===== src/rtl/muldiv_unit.sv =====
// Iterative RISC-V M-extension unit: radix-2 shift-add multiply and restoring divide.
// Define MULDIV_DIV_EN to build the divider; without it, divide codes return 0 one cycle after accept.
module muldiv_unit #(
    parameter int BITS = 32
) (
    input  logic            clk,
    input  logic            rst,
    input  logic            valid_i,
    input  logic [4:0]      alu_ctrl_i,
    input  logic [BITS-1:0] src_a_i,
    input  logic [BITS-1:0] src_b_i,
    input  logic            kill_i,
    output logic            ready_o,
    output logic            done_o,
    output logic [BITS-1:0] result_o
);
    localparam int CW = (BITS > 1) ? $clog2(BITS) : 1;

    localparam logic [4:0] ALUCTRL_MUL    = 5'h10;
    localparam logic [4:0] ALUCTRL_MULH   = 5'h11;
    localparam logic [4:0] ALUCTRL_MULHSU = 5'h12;
    localparam logic [4:0] ALUCTRL_MULHU  = 5'h13;
    localparam logic [4:0] ALUCTRL_DIV    = 5'h14;
    localparam logic [4:0] ALUCTRL_DIVU   = 5'h15;
    localparam logic [4:0] ALUCTRL_REM    = 5'h16;
    localparam logic [4:0] ALUCTRL_REMU   = 5'h17;

    typedef enum logic [1:0] {IDLE, CALC, FIX, DONE} state_t;
    state_t state_q, state_d;

    logic [CW-1:0]   cnt_q;
    logic [4:0]      op_q;
    logic [BITS-1:0] hi_q, lo_q, opnd_q, result_q;
    logic            neg_q;

    function automatic logic [BITS-1:0] cneg(input logic n, input logic [BITS-1:0] v);
        return n ? -v : v;
    endfunction

    logic            is_mul, is_div, is_m, a_signed, b_signed, sa, sb, accept, fast;
    logic [BITS-1:0] a_mag, b_mag, fast_res;

    always_comb begin
        is_mul   = alu_ctrl_i inside {ALUCTRL_MUL, ALUCTRL_MULH, ALUCTRL_MULHSU, ALUCTRL_MULHU};
        is_div   = alu_ctrl_i inside {ALUCTRL_DIV, ALUCTRL_DIVU, ALUCTRL_REM, ALUCTRL_REMU};
        is_m     = is_mul | is_div;
        a_signed = alu_ctrl_i inside {ALUCTRL_MULH, ALUCTRL_MULHSU, ALUCTRL_DIV, ALUCTRL_REM};
        b_signed = alu_ctrl_i inside {ALUCTRL_MULH, ALUCTRL_DIV, ALUCTRL_REM};
        sa       = a_signed & src_a_i[BITS-1];
        sb       = b_signed & src_b_i[BITS-1];
        a_mag    = cneg(sa, src_a_i);
        b_mag    = cneg(sb, src_b_i);
        accept   = valid_i & (state_q == IDLE) & ~kill_i & is_m;
`ifdef MULDIV_DIV_EN
        fast     = 1'b0;
        fast_res = '0;
        if (is_div && src_b_i == '0) begin
            fast     = 1'b1;
            fast_res = (alu_ctrl_i inside {ALUCTRL_DIV, ALUCTRL_DIVU}) ? '1 : src_a_i;
        end else if (is_div && a_signed && src_a_i == {1'b1, {(BITS-1){1'b0}}} && src_b_i == '1) begin
            // Most-negative / -1 overflows; answer is fixed, no iteration needed
            fast     = 1'b1;
            fast_res = (alu_ctrl_i == ALUCTRL_DIV) ? src_a_i : '0;
        end
`else
        fast     = is_div;
        fast_res = '0;
`endif
    end

    always_comb begin
        state_d = state_q;
        case (state_q)
            IDLE:    if (accept) state_d = fast ? DONE : CALC;
            CALC:    if (cnt_q == CW'(BITS-1)) state_d = FIX;
            FIX:     state_d = DONE;
            DONE:    state_d = IDLE;
            default: state_d = IDLE;
        endcase
        if (kill_i) state_d = IDLE;
    end

    // One iteration: {hi,lo} holds partial product (multiplier shifting out of lo)
    // or partial remainder / quotient (dividend shifting out of lo, quotient in).
    logic [BITS:0]   mul_sum;
    logic [BITS-1:0] step_hi, step_lo;
`ifdef MULDIV_DIV_EN
    logic [BITS:0]   div_shift, div_diff;
    logic            rneg_q;
`endif

    always_comb begin
        mul_sum = {1'b0, hi_q} + (lo_q[0] ? {1'b0, opnd_q} : '0);
        step_hi = mul_sum[BITS:1];
        step_lo = {mul_sum[0], lo_q[BITS-1:1]};
`ifdef MULDIV_DIV_EN
        div_shift = {hi_q, lo_q[BITS-1]};
        div_diff  = div_shift - {1'b0, opnd_q};
        if (op_q inside {ALUCTRL_DIV, ALUCTRL_DIVU, ALUCTRL_REM, ALUCTRL_REMU}) begin
            step_hi = div_diff[BITS] ? div_shift[BITS-1:0] : div_diff[BITS-1:0];
            step_lo = {lo_q[BITS-2:0], ~div_diff[BITS]};
        end
`endif
    end

    logic signed [2*BITS-1:0] prod, prod_fix;
    logic [BITS-1:0]          fix_res;

    always_comb begin
        prod     = {hi_q, lo_q};
        prod_fix = neg_q ? -prod : prod;
        fix_res  = (op_q == ALUCTRL_MUL) ? prod_fix[BITS-1:0] : prod_fix[2*BITS-1:BITS];
`ifdef MULDIV_DIV_EN
        if (op_q inside {ALUCTRL_DIV, ALUCTRL_DIVU}) fix_res = cneg(neg_q, lo_q);
        if (op_q inside {ALUCTRL_REM, ALUCTRL_REMU}) fix_res = cneg(rneg_q, hi_q);
`endif
    end

    always_ff @(posedge clk) begin
        if (rst) begin
            state_q  <= IDLE;
            cnt_q    <= '0;
            result_q <= '0;
        end else begin
            state_q <= state_d;
            if (accept)                cnt_q <= '0;
            else if (state_q == CALC)  cnt_q <= cnt_q + CW'(1);
            if (accept && fast)                result_q <= fast_res;
            else if (state_q == FIX && !kill_i) result_q <= fix_res;
        end
    end

    always_ff @(posedge clk) begin
        if (accept) begin
            op_q   <= alu_ctrl_i;
            opnd_q <= is_div ? b_mag : a_mag;
            hi_q   <= '0;
            lo_q   <= is_div ? a_mag : b_mag;
            neg_q  <= sa ^ sb;
`ifdef MULDIV_DIV_EN
            rneg_q <= sa;
`endif
        end else if (state_q == CALC) begin
            hi_q <= step_hi;
            lo_q <= step_lo;
        end
    end

    assign ready_o  = (state_q == IDLE);
    assign done_o   = (state_q == DONE);
    assign result_o = result_q;
endmodule


===== config.mk =====
export PLATFORM = sky130hd
export DESIGN_NAME = muldiv_unit
export DESIGN_NICKNAME = d
export VERILOG_FILES = /design/src/rtl/muldiv_unit.sv
export SDC_FILE = /design/constraint.sdc
export NUM_CORES = 1
export LEC_CHECK = 0
export CAP_MARGIN = 10
export CELL_PAD_IN_SITES_DETAIL_PLACEMENT = 2
export CELL_PAD_IN_SITES_GLOBAL_PLACEMENT = 2
export CORE_MARGIN = 8
export CORE_UTILIZATION = 43
export CTS_CLUSTER_DIAMETER = 120
export DETAILED_ROUTE_END_ITERATION = 8
export DONT_BUFFER_PORTS = 1
export PLACE_DENSITY_LB_ADDON = 0.1
export SKIP_LAST_GASP = 1
export SYNTH_ARGS = -nofsm -noshare
export SYNTH_HDL_FRONTEND = slang
export SYNTH_SLANG_ARGS = --single-unit

===== constraint.sdc =====
create_clock -name clk -period 7.6 [get_ports clk]
set_clock_uncertainty 0.05 [all_clocks]
set_input_delay 0.76 -clock clk [delete_from_list [all_inputs] [get_ports clk]]
set_output_delay 0.76 -clock clk [all_outputs]
set_load 0.05 [all_outputs]

# Word level (Yosys, flattened, before mapping)

Cells that the tools add are included.

Output and inout port bits: 34
Logic and storage cells: 62
Input port bits: 73
Flip-flop bits (word level): 141

$add $sub $neg: 5
Equality and inequality tests: 15
Reductions and logical operators: 13
Muxes and demuxes: 13
Bitwise logic cells: 8

Operator list:

| operator                                              | number |
|---|---|
| two-way mux 32 bit                                    | 8 |
| two-way mux 64 bit                                    | 1 |
| negation 32 bit                                       | 2 |
| negation 64 bit                                       | 1 |
| == test 5 bit, second input constant                  | 10 |
| adder 32 x 32 -> 33 bit                               | 1 |
| nonzero test 4 bit                                    | 3 |
| case mux 2 bit (4 select lines)                       | 1 |
| two-way mux 2 bit                                     | 3 |
| OR reduction 2 bit                                    | 3 |
| adder 5 x 1 -> 5 bit, second input constant           | 1 |
| bitwise AND 1 bit                                     | 5 |
| == test 2 bit, second input constant                  | 2 |
| nonzero test 3 bit                                    | 1 |
| == test 2 x 1 -> 1 bit, second input constant         | 1 |
| logical AND 1 bit                                     | 2 |
| zero test 2 bit                                       | 1 |
| inequality test 2 x 1 -> 1 bit, second input constant | 1 |
| inequality test 2 bit, second input constant          | 1 |
| AND reduction 2 bit                                   | 1 |
| nonzero test 2 bit                                    | 1 |
| zero test 1 bit                                       | 1 |
| NOT 1 bit                                             | 1 |
| bitwise OR 1 bit                                      | 1 |
| bitwise XOR 1 bit                                     | 1 |

# Depth between registers and ports, before layout

Word-level depth: 6
Gate-level depth with buffers: 13
Gate-level depth less buffers: 11

# Worst setup path before layout

OpenSTA, ideal clock, no wires.

Path type: register -> register
From: reg state_q[0]
To: reg neg_q, enable pin
Library setup time: 417 ps
Arrival time: 2997 ps
Buffers on the path: 2
Cell stages (with the launch flop): 8
Required time: 7133 ps
Slack: 4136 ps
Cells stage by stage: dfxtp_1 inv_1 ha_1 and3b_1 nand2_1 inv_1 clkbuf_1 buf_1

Cells in the longest elaborated chain, start to end: 4

Ends and longest elaborated chain:

| what                            | line | source |
|---|---|---|
| from (decl)                     | 29   | `state_t state_q, state_d;` |
| from (signal assigned)          | 125  | `state_q <= state_d;` |
| zero test 2 bit                 | n/a  |  |
| named net ready_o               | 13   | `output logic ready_o,` |
| bitwise AND 1 bit (3 in series) | 53   | `accept = valid_i & (state_q == IDLE) & ~kill_i & is_m;` |
| named net accept                | 40   | `logic is_mul, is_div, is_m, a_signed, b_signed, sa, sb, accept, fast;` |
| to (signal assigned)            | 139  | `neg_q <= sa ^ sb;` |
| to (decl)                       | 34   | `logic neg_q;` |

The timed path passes the listed nets, and every way through them passes these cells.
A chain may end at the register's enable or synchronous reset.

# Worst setup path in the final report

From: reg lo_q[0]
To: reg hi_q[28]

Cells in the longest elaborated chain, start to end: 2

Ends and longest elaborated chain:

| what                    | line | source |
|---|---|---|
| from (decl)             | 33   | `logic [BITS-1:0] hi_q, lo_q, opnd_q, result_q;` |
| from (signal assigned)  | 138  | `lo_q <= is_div ? a_mag : b_mag;` |
| from (signal assigned)  | 145  | `lo_q <= step_lo;` |
| two-way mux 32 bit      | 93   | `mul_sum = {1'b0, hi_q} + (lo_q[0] ? {1'b0, opnd_q} : '0);` |
| adder 32 x 32 -> 33 bit | 93   |  |
| to (signal assigned)    | 144  | `hi_q <= step_hi;` |
| to (decl)               | 33   |  |

Every way passes these cells.

==> key figures <==
STA
  – Fin crit share: roughly 56%
  – Final min period: ~4.3 ns
  – Unrepaired setup endpoints after global routing: no
  – Worst-Margin Slew: ~1.2 ns
  – Final hold vios: 0
  – Final Max Tran Viols: 0
  – Hold Worst Slack: approximately 0.34 ns
  – F_max: between 200 and 250 MHz
  – Setup tns final: 0 ns
  – Worst slew margin: between 10% and 20%
  – Final setup fails: 0

Die
  – DIE HEIGHT: roughly 170 um
  – Number of core rows: 57
  – Io pins: roughly 110
  – Core Region: approximately 0.024 mm2
  – Initial Utilization: 43.2%
  – Die width: 171 um
  – Die Area: ~0.03 mm2

Detailed routing
  – Routed length per instance: between 20 and 30 um
  – Initial drt markers: 677
  – Final WL: 40600 um
  – Routed vias: approximately 9500
  – DRT Pass-1 Iters: 5
  – Drt via density: between 6 and 7
  – DRC Markers: 0
  – DRT antenna net count: 0

Min path
  – WHS Path Cells: 1
  – HP Start: kill_i
  – Hold Path Sink: state_q[1]$_SDFFE_PP0P_
  – Hold WC Path Type: input pin to flip-flop

Finish
  – Layout Cells excl Fill: about 1500
  – Net count of the finished layout: about 1300
  – Layout area overhead: 8.15%
  – Share of post-route cells with drive strength above 1: approximately 6.6%
  – # diodes: 0
  – Fin util: 46.8%

Clocking
  – H-tree depth: 4
  – Resized Gates After CTS: 0
  – Total CTS buffers: 17
  – Clk buf depth: 2
  – Clock Sinks: 141
  – CTS hold repair buffers: 0
  – CTS tree: done
  – Setup Buffers After CTS: 0
  – Clock latency on the worst-skew pair: approximately 0.44 ns
  – Clk pin slew, worst setup/hold paths: roughly 0.070 ns
  – Root buffer cell: clkbuf_16

Logic synthesis
  – Synth Cell Area: 0.0104 mm2
  – Synth cell types: 74
  – Seq/Total Area, Yosys: 33.9%
  – Synth Area in Simple Gates: between 20% and 30%
  – Yosys reg bits: around 140
  – Largest family of logic cells by synthesized area: compound AO/OA/AOI/OAI gates
  – Yosys warns: 0
  – Synth Area in Adders: under 10%
  – Top cells by area, synth: edfxtp_1, dfxtp_1, xnor2_1, xor2_1, ha_1
  – Post-Synthesis Cells: roughly 1200
  – Ys flop type: dfxtp_1
  – Mux cell area share after synthesis: under 10%
  – Synth Net Count: between 1000 and 1500
  – Post-synth EDFFs: 70
  – FFs w/ async S/R, synth: 0%
  – Top cell type's share of synthesized area: 20.2%
  – Complex-gate fraction of the synthesized area: between 20% and 30%
  – Xor and xnor area share after synthesis: approximately an eighth
  – Cell taking the most area after synthesis: edfxtp_1
  – Syn Area/Cell: ~8.7 um2

Global route
  – Global-route wire length before repair: 63100 um
  – Initial antenna violation count: 0
  – Largest net degree at the start of global routing: between 60 and 70
  – GRT Total Usage: between 20% and 30%
  – Number of global-route vias before repair: about 10000
  – Overflow after GRT: 0

Critical path
  – CP Launch Type: flip-flop
  – WP data required: between 7 and 8 ns
  – FF-to-FF Start: lo_q[0]$_DFFE_PP_
  – CP top delay family: compound AO/OA/AOI/OAI gates
  – Arr. time, crit path: ~4.5 ns
  – Worst-path fanout max: 37
  – Kind of critical path: flip-flop to flip-flop
  – R2R depth: 10
  – CP max stage delay: between 1 and 1.5 ns
  – R2r setup slk: approximately 3.3 ns
  – CP max-delay cell: edfxtp_1
  – WP buf/inv: 0
  – Worst-path cell chain: and2_1, ha_1, a21oi_1, nand4b_1, a2111oi_0, nor3_1, o41ai_1, a41oi_1, a41oi_1, o41ai_1
  – Crit end category: flip-flop
  – Reg2Reg Capture Point: hi_q[28]$_SDFFE_PP0P_

Power and ir drop
  – Power Total: approximately 2900 uW
  – Leak pwr: 0.00414 uW
  – Pwr dens: around 260 mW/mm2
  – Peak supply drop: 0.000171 V

Flow run
  – Max-Cap Viols: 0

Place
  – Placer congestion estimate: about 0.89
  – Hpwl dp: around 31000 um
  – Port Buffers: 0
  – Placed cells: ~1500

Status
  – Outcome: finished, final reports clean
layout make-up:
class                      count  area, um2
fill                        2676      12800
multi-input combinational    963       6530
sequential                   141       3520
clock buffer                  18        439
tap                          324        405
clock inverter                14        146
timing repair buffer          13       97.6
inverter                      25       93.8
cells in the mapped netlist, types with 9 or more instances:
library cell and count:
nand2_1 111, nor2_1 91, o21ai_0 79, xnor2_1 79, dfxtp_1 71, edfxtp_1 70, a21oi_1 68, xor2_1 64
clkbuf_1 58, mux2i_1 43, ha_1 41, nor3_1 37, and2_1 36, inv_1 25, o31ai_1 24, o221ai_1 23
a22oi_1 21, nand3_1 19, a21o_1 16, nand2b_1 15, nand4_1 13, a31oi_1 12, nor4_1 12, o41ai_1 12
or3_1 10, or4_1 10, nor2b_1 9
kinds of logic after synthesis:
kind of cell,after synthesis
simple gates,407
compound gates,328
flops,141
buf+inv,90
mux,43
fa+ha+maj,42
xor+xnor,143
power breakdown:
part           internal, uW  switching (uW)  leakage (uW)
clock network           473             396      0.000277
logic                   369             582       0.00265
registers               906             212       0.00122
state kept, by name, indices dropped and copies added (netlist names):
| name | count |
|---|---|
| opnd_q | 32 |
| neg_q | 1 |
| op_q | 5 |
| hi_q | 32 |
| result_o | 32 |
| lo_q | 32 |
| cnt_q | 5 |
| state_q | 2 |
worst reg2reg max path: cells and delay by family, from the launching register on:
kind	cells	cell delay, ns
adders and majority gates	1	0.18
DFF	1	1.08
AOI/OAI and AO/OA	6	2.13
and+or+nand+nor	3	0.73
worst max path at each step:
| stage | startpoint | end | cells after the start | slack, ns |
|---|---|---|---|---|
| 3_3_place_gp | lo_q[0]$_DFFE_PP_ | hi_q[28]$_SDFFE_PP0P_ | 10 | 3.62 |
| 5_1_grt | lo_q[0]$_DFFE_PP_ | hi_q[28]$_SDFFE_PP0P_ | 10 | 3.08 |
| 3_5_place_dp | lo_q[0]$_DFFE_PP_ | hi_q[28]$_SDFFE_PP0P_ | 10 | 3.48 |
| 2_1_floorplan | state_q[0]$_SDFFE_PP0P_ | neg_q$_DFFE_PP_ | 7 | 4.14 |
| 6_report | lo_q[0]$_DFFE_PP_ | hi_q[28]$_SDFFE_PP0P_ | 10 | 3.33 |
| 4_1_cts | lo_q[0]$_DFFE_PP_ | hi_q[28]$_SDFFE_PP0P_ | 10 | 3.43 |
layout by cell type (no fill, tap or decap), types with 23 or more instances in the layout:
cell type / instances
a21oi_1: 68
and2_1: 36
dfxtp_1: 71
edfxtp_1: 70
ha_1: 40
inv_1: 24
mux2i_1: 43
nand2_1: 110
nor2_1: 90
nor3_1: 37
o21ai_0: 79
o221ai_1: 23
o31ai_1: 24
xnor2_1: 79
xor2_1: 64
per-stage QoR:
step / instance area, um2 / worst slack [ns]
6_report: 11200 / 3.33
5_1_grt: 11200 / 3.08
4_1_cts: 11200 / 3.43
3_5_place_dp: 10700 / 3.48
3_3_place_gp: 10700 / 3.62
2_1_floorplan: 10400 / 4.14
per-layer routing:
metal  track usage (%)  share of wire, %
met5                 0                 0
met4              8.85               2.5
met3              6.59               6.3
met2              46.6                47
met1              35.9                44
Note: power is estimated with default switching activity, not from simulation.
==> RTL change: new RTL, config.mk and constraints unchanged <==
Encoding of `state_t`: now Gray code (2 bits for 4 states).
--- a/src/rtl/muldiv_unit.sv
+++ b/src/rtl/muldiv_unit.sv
@@ -25,7 +25,7 @@
     localparam logic [4:0] ALUCTRL_REM    = 5'h16;
     localparam logic [4:0] ALUCTRL_REMU   = 5'h17;
 
-    typedef enum logic [1:0] {IDLE, CALC, FIX, DONE} state_t;
+    typedef enum logic [1:0] {IDLE = 2'b00, CALC = 2'b01, FIX = 2'b11, DONE = 2'b10} state_t;
     state_t state_q, state_d;
 
     logic [CW-1:0]   cnt_q;
Behaviour: no difference found for any inputs over 10 cycles, from zero or initial values; not proved beyond that.
==> RTL change against the unedited design <==
- synthesized area up 0.69%
- worst setup slack lost 0.11 ns
- wire length grew 7.6%
- sequential cell count unchanged
- first-iteration DRC count up 8.1%
- non-clock buffer count shrank 1
- final area up 0.73%
Power is not compared: it rests on default switching activity, and its combinational part moved more than twofold at a synthesized area within 25%.
==> RTL change: results (changes against the unedited design) <==
| Metric | Value |
|---|---|
| RePlAce Congestion | 0.848 (-4.6%) |
| Total number of vias | 10200 (+7.0%) |
| Cell count after placement | 1542 (+5.2%) |
| Post-Synth Adder-Cell Area | 4.62% (-0.51 points) |
| Place WS | 3.37 ns (-0.105 ns) |
| Post-synthesis sequential area ratio | 33.7% (-0.23 points) |
| First-pass GRT wire length | 67000 um (+6.2%) |
| DP HPWL | 32600 um (+5.9%) |
| Syn_area_per_cell | 8.19 um2 (-5.9%) |
| Xor/xnor share of the synthesized area | 11.9% (-0.17 points) |
| Routed wire length on met2 | 20700 um (+7.9%) |
| Worst R2R End | hi_q[25]$_SDFFE_PN0P_ |
| Share of cells above drive strength 1 | 5.20% (-1.4 points) |
| FF-to-FF path depth | 11 (+1) |
| Final net count | 1348 (+5.6%) |
| Final hold slack | 0.345 ns (+0.00122 ns) |
| Drt total wl | 43700 um (+7.6%) |
| Total track usage | 29.9% (+1.7 points) |
| Met1 usage | 36.2% (+0.24 points) |
| Post-Place Cell Area | 0.0107 mm2 (+0.41%) |
| M2 GR Usage | 50.2% (+3.6 points) |
| WP data arrival | 4.64 ns (+0.10 ns) |
| Routed WL per cell | 27.7 um (+2.3%) |
| Hold-critical path endpoint | cnt_q[4]$_SDFFE_PP0P_ |
| Tmin final | 4.39 ns (+0.114 ns) |
| Top post-synthesis cells by area | edfxtp_1 20%, dfxtp_1 14%, xor2_1 6.0% |
| Vias in the first global route | 10900 (+4.6%) |
| Reg2reg setup slack | 3.21 ns (-0.11 ns) |
| Post-synthesis net count | 1389 (+6.1%) |
| Status | complete, no violations |
| Initial drt markers | 732 (+8.1%) |
| Post-synth cell types | 67 (-9.5%) |
-- RTL change: changes by cell type after synthesis, moves of 11 or more --
| cell | before | now |
|---|---|---|
| o221ai_1 | 23 | 10 |
| a22oi_1 | 21 | 7 |
| a21oi_1 | 68 | 107 |
| o21ai_0 | 79 | 108 |
| nor2_1 | 91 | 113 |
| or4_1 | 10 | 21 |
| mux2i_1 | 43 | 15 |
| nand2_1 | 111 | 151 |
-- RTL change: final cells by class --
cell class                      instances  area (um2)
Inverter                               20        75.1
Clock inverter                         13         179
Fill cell                            2752       12800
Sequential cell                       141        3520
Antenna cell                            1        2.50
Tap cell                              324         405
Timing Repair Buffer                   12        90.1
Multi-Input combinational cell       1045        6600
Clock buffer                           19         443
-- RTL change: critical path, cell delays in order (launching register included) --
cell and delay (ns):
edfxtp_1 0.79, and2_1 0.32, ha_1 0.22, fa_1 0.42, a21oi_1 0.27, o21ai_0 0.23, a211oi_1 0.71, a2111oi_0 0.31
nor3_1 0.50, o21bai_1 0.17, xnor2_1 0.17, o21ai_0 0.09
